### config.mk
export PLATFORM = sky130hd
export DESIGN_NAME = fp_round_pipe
export DESIGN_NICKNAME = d
export VERILOG_FILES = /design/src/rtl/fp_round_pkg.sv /design/src/rtl/fp_round_pipe_round_incr.sv /design/src/rtl/fp_round_pipe.sv
export SDC_FILE = /design/constraint.sdc
export NUM_CORES = 1
export LEC_CHECK = 0
export CAP_MARGIN = 20
export CORE_ASPECT_RATIO = 2
export CORE_MARGIN = 4
export CORE_UTILIZATION = 33
export DETAILED_ROUTE_END_ITERATION = 8
export DONT_BUFFER_PORTS = 1
export PLACE_DENSITY = 0.54
export SLEW_MARGIN = 20
export SYNTH_ARGS = -nofsm -noshare
export SYNTH_HDL_FRONTEND = slang
export SYNTH_SLANG_ARGS = --single-unit
export TNS_END_PERCENT = 1
### constraint.sdc
create_clock -name clk -period 2.5 [get_ports clk]
set_input_delay 0.5 -clock clk [delete_from_list [all_inputs] [get_ports clk]]
set_output_delay 0.5 -clock clk [all_outputs]
set_load 0.05 [all_outputs]
### src/rtl/fp_round_pkg.sv
// Shared types and default widths for the rounding pipeline.
package fp_round_pkg;
   localparam int EXP_W_DEF = 8;
   localparam int MAN_W_DEF = 23;

   typedef enum logic [2:0] {
      RM_RNE = 3'd0,
      RM_RTZ = 3'd1,
      RM_RUP = 3'd2,
      RM_RDN = 3'd3,
      RM_RMM = 3'd4
   } round_mode_e;
endpackage

### src/rtl/fp_round_pipe_round_incr.sv
// Round-increment decision from mode, sign, lsb, guard and sticky.
module round_incr
   import fp_round_pkg::*;
(
   input  logic [2:0] mode,
   input  logic       sign,
   input  logic       lsb,
   input  logic       g,
   input  logic       s,
   output logic       incr,
   output logic       inexact
);

   always_comb begin
      inexact = g | s;
      incr    = g & (s | lsb);
      // unused codes 5-7 fall into the default and round to nearest-even
      case (round_mode_e'(mode))
         RM_RTZ:  incr = 1'b0;
         RM_RUP:  incr = inexact & ~sign;
         RM_RDN:  incr = inexact & sign;
         RM_RMM:  incr = g;
         default: incr = g & (s | lsb);
      endcase
   end

endmodule

### src/rtl/fp_round_pipe.sv
// Two-stage rounding pipeline: S1 decides and adds, S2 normalises and flags.
module fp_round_pipe
   import fp_round_pkg::*;
#(
   parameter int EXP_W = EXP_W_DEF,
   parameter int MAN_W = MAN_W_DEF
) (
   input  logic             clk,
   input  logic             rst,
   input  logic             in_valid,
   output logic             in_ready,
   input  logic             in_sign,
   input  logic [EXP_W-1:0] in_exp,
   input  logic [MAN_W+2:0] in_mantis,
   input  logic             in_sticky,
   input  logic [2:0]       in_mode,
   output logic             out_valid,
   input  logic             out_ready,
   output logic             out_sign,
   output logic [EXP_W-1:0] out_exp,
   output logic [MAN_W-1:0] out_mantis,
   output logic             out_inexact,
   output logic             out_overflow,
   input  logic             flag_clr,
   output logic             sticky_inexact,
   output logic             sticky_overflow
);

   localparam int SUM_W = MAN_W + 2;

   logic             rnd_incr, rnd_inexact, in_special;
   logic [SUM_W-1:0] sum_d;

   logic             s1_valid, s1_sign, s1_inexact, s1_special;
   logic [EXP_W-1:0] s1_exp;
   logic [SUM_W-1:0] s1_sum;

   logic             s2_valid, s2_sign, s2_inexact, s2_overflow;
   logic [EXP_W-1:0] s2_exp;
   logic [MAN_W-1:0] s2_man;

   logic             n_ovf;
   logic [EXP_W-1:0] n_exp;
   logic [MAN_W-1:0] n_man;

   logic             s2_load, s1_advance;

   round_incr u_round_incr (
      .mode    (in_mode),
      .sign    (in_sign),
      .lsb     (in_mantis[2]),
      .g       (in_mantis[1]),
      .s       (in_mantis[0] | in_sticky),
      .incr    (rnd_incr),
      .inexact (rnd_inexact)
   );

   // inf/NaN inputs bypass rounding entirely
   assign in_special = &in_exp;
   assign sum_d      = {1'b0, in_mantis[MAN_W+2:2]}
                     + {{(SUM_W-1){1'b0}}, rnd_incr & ~in_special};

   assign s2_load    = ~s2_valid | out_ready;
   assign s1_advance = s1_valid & s2_load;
   assign in_ready   = ~s1_valid | s1_advance;

   always_comb begin
      n_exp = s1_exp;
      n_man = s1_sum[MAN_W-1:0];
      n_ovf = 1'b0;
      if (!s1_special) begin
         if (s1_sum[MAN_W+1]) begin
            n_exp = s1_exp + EXP_W'(1);
            n_man = '0;
         end else if (s1_exp == '0 && s1_sum[MAN_W]) begin
            n_exp = EXP_W'(1);
         end
         // rounding landed on the max exponent: saturate to infinity
         if (&n_exp) begin
            n_ovf = 1'b1;
            n_man = '0;
         end
      end
   end

   always_ff @(posedge clk) begin
      if (rst) begin
         s1_valid        <= 1'b0;
         s1_sign         <= 1'b0;
         s1_exp          <= '0;
         s1_sum          <= '0;
         s1_inexact      <= 1'b0;
         s1_special      <= 1'b0;
         s2_valid        <= 1'b0;
         s2_sign         <= 1'b0;
         s2_exp          <= '0;
         s2_man          <= '0;
         s2_inexact      <= 1'b0;
         s2_overflow     <= 1'b0;
         sticky_inexact  <= 1'b0;
         sticky_overflow <= 1'b0;
      end else begin
         if (in_ready) begin
            s1_valid <= in_valid;
            if (in_valid) begin
               s1_sign    <= in_sign;
               s1_exp     <= in_exp;
               s1_sum     <= sum_d;
               s1_inexact <= rnd_inexact & ~in_special;
               s1_special <= in_special;
            end
         end
         if (s2_load) begin
            s2_valid <= s1_valid;
            if (s1_valid) begin
               s2_sign     <= s1_sign;
               s2_exp      <= n_exp;
               s2_man      <= n_man;
               s2_inexact  <= s1_inexact;
               s2_overflow <= n_ovf;
            end
         end
         if (flag_clr) begin
            sticky_inexact  <= 1'b0;
            sticky_overflow <= 1'b0;
         end else if (s2_valid && out_ready) begin
            sticky_inexact  <= sticky_inexact | s2_inexact;
            sticky_overflow <= sticky_overflow | s2_overflow;
         end
      end
   end

   assign out_valid    = s2_valid;
   assign out_sign     = s2_sign;
   assign out_exp      = s2_exp;
   assign out_mantis   = s2_man;
   assign out_inexact  = s2_inexact;
   assign out_overflow = s2_overflow;

endmodule

==> results_dict.tcl, run 1 <==
set metrics [dict create \
    status "finished clean" \
    pin_count 82 \
    internal_power_uw 2243 \
    io_buffers 0 \
    clock_sinks 74 \
    vias_per_cell 5.271 \
    synth_top_area_frac 0.3949 \
    n_fill_cell 1118 \
    dp.cells 545 \
    synthCells 421 \
    cp-end-kind "flip-flop" \
    r2r-start "s1_exp[1]$_SDFFE_PP0P_" \
    hold_viol 0 \
    dp_hpwl_mm 7.638 \
    drc_errors 0 \
    cts_hold_buf 0 \
    via_count 2957 \
    clockBufferDepth 2 \
    final_area_sq_um 4204 \
    arrival_ns 2.38 \
    yosysUniqueCellTypes 60 \
    start_kind "flip-flop" \
    gp_congestion 0.8299 \
    grt_pass1_wl_mm 15.75 \
    worstPathRequired_ns 2.72 \
    start_util 0.3406 \
    hp-class "input pin to flip-flop" \
    cts_root_buf "clkbuf_16" \
    power_frac_comb 0.077 \
    cts_tree "done" \
    numCtsBuffers 9 \
    reg2reg_slack_ns 0.33 \
    drive_above_1_share 0.1734 \
    clk_pin_slew_ns 0.06 \
    first_global_vias 2940 \
    h-tree-depth 3 \
    synth_top_cell_by_area "dfxtp_1" \
    fmax_mhz 461.3 \
    ys_warn_count 0 \
    synthTopCellsByCount "dfxtp_1, nand2_1, nor2_1, inv_1, a22oi_1" \
    antenna_found_initial 0 \
    post_cts_resized 0 \
    max-vdd-ir-drop_mv 0.3885 \
    grt_setup_unrepaired "no" \
    setup_viol 0 \
    tightest_slew_ns 0.6405 \
    p_sw_uw 725.7 \
    fin_worst_skew_ns 0.003442 \
    power_switching_share 0.2445 \
    drtAntennaViolNets 0 \
    endpoint "out_mantis[8]$_SDFFE_PP0P_" \
    dieArea_sq_um 13240 \
    dr.pass1.iters 4 \
    cts_setup_buffers 0 \
    p_leak_uw 0.001473 \
    criticalPathCategory "flip-flop to flip-flop" \
    power.total_uw 2969 \
    drt_iter0_markers 140 \
    yosysMostFrequentCell "dfxtp_1" \
    cp_slowest_cell "dfxtp_1" \
    p_per_area_nw_per_um2 706.1 \
    wl_per_cell_um 17.55 \
    synth_area_leaders "dfxtp_1, a22oi_1, o21ai_2" \
    clkPwrFrac 0.460 \
    synth_area_sq_um 3751 \
    synth.avg_cell_area_sq_um 8.910 \
    relSlewSlack 0.5724 \
    period_share 0.8672 \
    layout_min_cycle_time_ns 2.168 \
    slew_viol_final 0 \
    crit_fanout 23 \
    timing.rr.end "out_mantis[8]$_SDFFE_PP0P_" \
    area_growth_pct 12.07 \
    die_x_um 83.39 \
    grt_util_all_layers 0.1534 \
    cpPeakStageDelay_ns 0.49 \
    synth_edf_count 0 \
    grt-ovfl-total 0 \
    cp_cell_sequence "ha_1 -> nand4_2 -> mux2i_1 -> a31oi_1 -> o31ai_4 -> buf_12 -> o21ai_0" \
    place_area_sq_um 3890 \
    hold-worst-slack_ns 0.2301 \
    setup_tns_ns 0 \
    rows 54 \
    postSynthNetCount 470 \
    insertedDiodeCount 0 \
    async_reset_ff_frac 0 \
    max_cap_viol_count 0 \
    fp.dieH_um 158.8 \
    wl_mm 9.848 \
    r2r_cells 7 \
    core_sq_um 11010 \
    yosysSeqAreaShare 0.3949 \
    synth-main-ff-cell "dfxtp_1" \
    clkLatencyLatePin_ns 0.33 \
    seqPwrFrac 0.463 \
    nets 465 \
    ys_ff_latch 74 \
    cp-startpoint "s1_exp[1]$_SDFFE_PP0P_" \
    layout.cells.non_filler 561 \
    grt_max_degree 53 \
]
[cells in the final DEF, fill, tap and decap left out, types with 3 or more instances in the layout]
cell type / synthesis / final
nor3_2: 4 / 4
a22o_1: 5 / 5
nor4_2: 4 / 4
buf_4: 4 / 8
nand3_1: 9 / 9
inv_1: 32 / 32
xor2_1: 7 / 7
ha_1: 5 / 5
o21ai_2: 20 / 20
nand3_4: 3 / 3
nor2_1: 39 / 39
o21ai_0: 6 / 6
clkbuf_16: 0 / 9
nand2_1: 40 / 40
or3_1: 3 / 3
clkbuf_1: 9 / 4
a211oi_1: 19 / 19
and2_1: 3 / 3
xnor2_1: 20 / 20
a211oi_2: 4 / 4
a31oi_1: 3 / 3
a22oi_1: 25 / 25
nor3_1: 9 / 9
nand4_1: 3 / 3
dfxtp_1: 74 / 74
a21oi_1: 18 / 18
[worst max-delay path, delay by kind of cell, from the launching register on]
| family | cells | cell delay (ns) |
|---|---|---|
| fa+ha+maj | 1 | 0.37 |
| buf+inv | 1 | 0.23 |
| flops | 1 | 0.49 |
| simple gates | 1 | 0.17 |
| mux | 1 | 0.18 |
| compound gates | 3 | 0.61 |
[flip-flops by register name, summed over array words and instances (netlist names)]
name             cells
sticky_inexact       1
out_inexact          1
out_overflow         1
s1_exp               8
s1_sum              25
out_sign             1
out_valid            1
s1_valid             1
out_exp              8
s1_inexact           1
sticky_overflow      1
s1_special           1
out_mantis          23
s1_sign              1
[layer usage]
layer	up-vias	part of all wire	global-route usage
met5	-	0	0
met2	90	0.57	0.2942
met1	1368	0.33	0.1385
li1	1476	-	-
met4	0	0.044	0.08408
met3	23	0.064	0.04720
[cell type report]
| type | instances | area [sq um] | share of cell area |
|---|---|---|---|
| Clock inverter | 2 | 60.06 | 0.01429 |
| Clock buffer | 14 | 254.0 | 0.06042 |
| Multi-Input combinational cell | 289 | 2013 | 0.4789 |
| Tap cell | 140 | 175.2 | 0.04167 |
| Sequential cell | 74 | 1481 | 0.3524 |
| Timing Repair Buffer | 10 | 100.1 | 0.02381 |
| Inverter | 32 | 120.1 | 0.02857 |
[cells by family after synthesis]
kind of cell / Yosys count / share of synthesized area
XOR/XNOR: 27 / 0.06304
AO/OA/AOI/OAI: 110 / 0.2228
adder cells (fa/ha/maj): 5 / 0.01668
multiplexers: 2 / 0.005670
flip-flops: 74 / 0.3949
buffers and inverters: 58 / 0.06838
AND/OR/NAND/NOR: 145 / 0.2285
[power by group through the flow]
stage               sequential, uW  combinational [uW]  clock (uW)
floorplan                     1380                 204           0
global placement              1400                 227           0
detailed placement            1400                 232           0
CTS                           1380                 233        1410
global route                  1380                 258        1460
finish                        1370                 229        1370
[through the flow]
step,util,setup slack (ns)
2_1_floorplan,-,0.2783
3_3_place_gp,0.3532,0.1826
3_5_place_dp,0.3532,0.07657
4_1_cts,0.3817,0.3309
5_1_grt,0.3817,0.1812
6_report,0.3817,0.3320
[how the worst min path moves through the flow]
stage                     slack, ns  cells past startpoint                  from                      end
after floorplan                0.43                      2  s1_sign$_SDFFE_PP0P_    out_sign$_SDFFE_PP0P_
after global placement         0.44                      2  s1_sign$_SDFFE_PP0P_    out_sign$_SDFFE_PP0P_
after detailed placement       0.44                      2  s1_sign$_SDFFE_PP0P_     s1_sign$_SDFFE_PP0P_
after CTS                      0.21                      1                   rst  s1_sum[18]$_SDFFE_PP0P_
after global routing           0.22                      1                   rst  s1_sum[20]$_SDFFE_PP0P_
final                          0.23                      1                   rst  out_exp[0]$_SDFFE_PP0P_
Power figures use the tool's default switching activity.
==> run 2, diff against run 1 <==
--- a/config.mk
+++ b/config.mk
@@ -10,8 +10,8 @@
 export CORE_MARGIN = 4
 export CORE_UTILIZATION = 33
 export DETAILED_ROUTE_END_ITERATION = 8
-export DONT_BUFFER_PORTS = 1
-export PLACE_DENSITY = 0.54
+export PLACE_DENSITY = 0.63
+export SKIP_LAST_GASP = 1
 export SLEW_MARGIN = 20
 export SYNTH_ARGS = -nofsm -noshare
 export SYNTH_HDL_FRONTEND = slang
==> constraint.sdc (replaced) <==
create_clock -name clk -period 2.5 [get_ports clk]
set_input_delay 0.5 -clock clk [delete_from_list [all_inputs] [get_ports clk]]
set_output_delay 0.5 -clock clk [all_outputs]
set_load 0.02 [all_outputs]
==> run 2 against run 1 <==
Effect of this change: wire length increased by 2.8%; non-clock buffer count rose by 91; first-iteration DRC count shrank 37%; maximum frequency fell by 9.7%; clock-buffer cell count down 3; largest cell class unchanged; critical path type is now input pin to flip-flop; global-route usage fell by 0.31 points; critical endpoint is now s1_sum[19]$_SDFFE_PP0P_.
==> results_dict.tcl, run 2 (synthesis gave the netlist of run 1 again) <==
set metrics [dict create \
    n_fill_cell 1069 \
    p_per_area_nw_per_um2 633.0 \
    dieArea_sq_um 13240 \
    layout_min_cycle_time_ns 2.401 \
    h-tree-depth 3 \
    clkPwrFrac 0.480 \
    io_buffers 81 \
    grt_max_degree 31 \
    fp.dieH_um 158.8 \
    arrival_ns 2.62 \
    via_count 3297 \
    final_area_sq_um 5199 \
    tightest_slew_ns 0.6312 \
    die_x_um 83.39 \
    period_share 0.9604 \
    max-vdd-ir-drop_mv 0.5364 \
    dr.pass1.iters 4 \
    drive_above_1_share 0.1813 \
    seqPwrFrac 0.393 \
    clockBufferDepth 2 \
    layout_commonest_cell "clkdlybuf4s50_1" \
    internal_power_uw 2543 \
    setup_viol 0 \
    grt_util_all_layers 0.1503 \
    fin_worst_skew_ns 0.005724 \
    most-common-layout-cells "clkdlybuf4s50_1, dfxtp_1, nand2_1" \
    drc_errors 0 \
    max_cap_viol_count 0 \
    cts_root_buf "clkbuf_16" \
    grt-ovfl-total 0 \
    clkLatencyLatePin_ns 0.33 \
    rows 54 \
    start_kind "input pin" \
    area_growth_pct 38.59 \
    grt_setup_unrepaired "yes" \
    drt_iter0_markers 88 \
    worstPathRequired_ns 2.72 \
    first_global_vias 3253 \
    antenna_found_initial 1 \
    start_util 0.3406 \
    wl_mm 10.12 \
    hp-class "flip-flop to flip-flop" \
    setup_tns_ns 0 \
    p_sw_uw 747.5 \
    regMostFlops "s1_sum" \
    vias_per_cell 5.041 \
    criticalPathCategory "input pin to flip-flop" \
    hold_viol 0 \
    core_sq_um 11010 \
    wl_per_cell_um 15.48 \
    place_area_sq_um 4776 \
    numCtsBuffers 9 \
    power_frac_comb 0.127 \
    cp-end-kind "flip-flop" \
    hold-worst-slack_ns 0.4523 \
    clock_sinks 74 \
    fmax_mhz 416.5 \
    cts_tree "done" \
    clk_pin_slew_ns 0.06 \
    p_leak_uw 0.001853 \
    dp_hpwl_mm 7.836 \
    relSlewSlack 0.5782 \
    drtAntennaViolNets 0 \
    power_switching_share 0.2272 \
    status "finished clean" \
    pin_count 82 \
    nets 557 \
    slew_viol_final 0 \
    largest_reg_flops 25 \
    crit_fanout 5 \
    grt_pass1_wl_mm 15.70 \
    gp_congestion 0.8679 \
]
## run 2: cell types whose count changed in the layout (fill, tap and decap cells not counted), moves of 2 or more
| cell | before | now |
|---|---|---|
| clkdlybuf4s50_1 | 0 | 80 |
| bufinv_16 | 2 | 4 |
| clkbuf_1 | 4 | 1 |
| ha_1 | 5 | 3 |
| buf_4 | 8 | 17 |
## run 2: area by class of cell
type                    count  area [sq um]  share of cell area
multi-input cells         290          2058              0.3959
flip-flops and latches     74          1481              0.2850
repair buffers            101         993.5              0.1911
clock buffers              11         242.7             0.04669
well taps                 140         175.2             0.03369
clock inverters             5         125.1             0.02407
inverters                  32         120.1             0.02310
diodes                      1         2.502           0.0004813
## run 2: what timing repair did
item	CTS	global route
buffers inserted	0	1
setup endpoints to repair	2	15
pin swaps	0	2
gates resized for setup	1	5
gates cloned	0	1
hold buffers	0	0
## run 2: stage by stage
step | setup slack, ns | util | instances | power [uW]
global route | -0.06702 | 0.4721 | 654 | 3408
floorplan | 0.3198 | - | 421 | 1531
global placement | -0.3037 | 0.4337 | 635 | 1723
finish | 0.09910 | 0.4721 | 654 | 3291
CTS | 0.005256 | 0.4674 | 651 | 3322
detailed placement | -0.4070 | 0.4337 | 635 | 1733
## run 2: path summary, 6_finish.rpt
kind,slack [ns],start,cells after the start,end
worst max register to register,0.33,s1_exp[1]$_SDFFE_PP0P_,7,out_mantis[8]$_SDFFE_PP0P_
worst min-delay path,0.45,s1_sign$_SDFFE_PP0P_,2,out_sign$_SDFFE_PP0P_
worst min register to register,0.45,s1_sign$_SDFFE_PP0P_,2,out_sign$_SDFFE_PP0P_
worst max-delay path,0.1,in_mode[0],10,s1_sum[19]$_SDFFE_PP0P_
## run 2: power groups by stage
stage          registers [uW]  logic (uW)  clock network, uW
6_report                 1290         416               1580
5_1_grt                  1300         453               1650
4_1_cts                  1290         415               1610
3_5_place_dp             1320         413                  0
3_3_place_gp             1320         406                  0
2_1_floorplan            1330         203                  0
## run 2: critical path, cell delays in order
cell	delay, ns
clkdlybuf4s50_1	0.51
xnor2_1	0.13
nand4b_1	0.14
a21oi_2	0.21
ha_2	0.25
nand3_2	0.09
nand2b_4	0.19
nor4_2	0.31
xor2_1	0.11
a22o_1	0.19
## run 2: metal layers
layer | vias up | wire (um) | GRT usage
met4 | 0 | 371 | 0.07589
met2 | 65 | 5992 | 0.3110
met3 | 19 | 311 | 0.02905
met5 | - | 0 | 0
li1 | 1667 | - | -
met1 | 1546 | 3446 | 0.1290
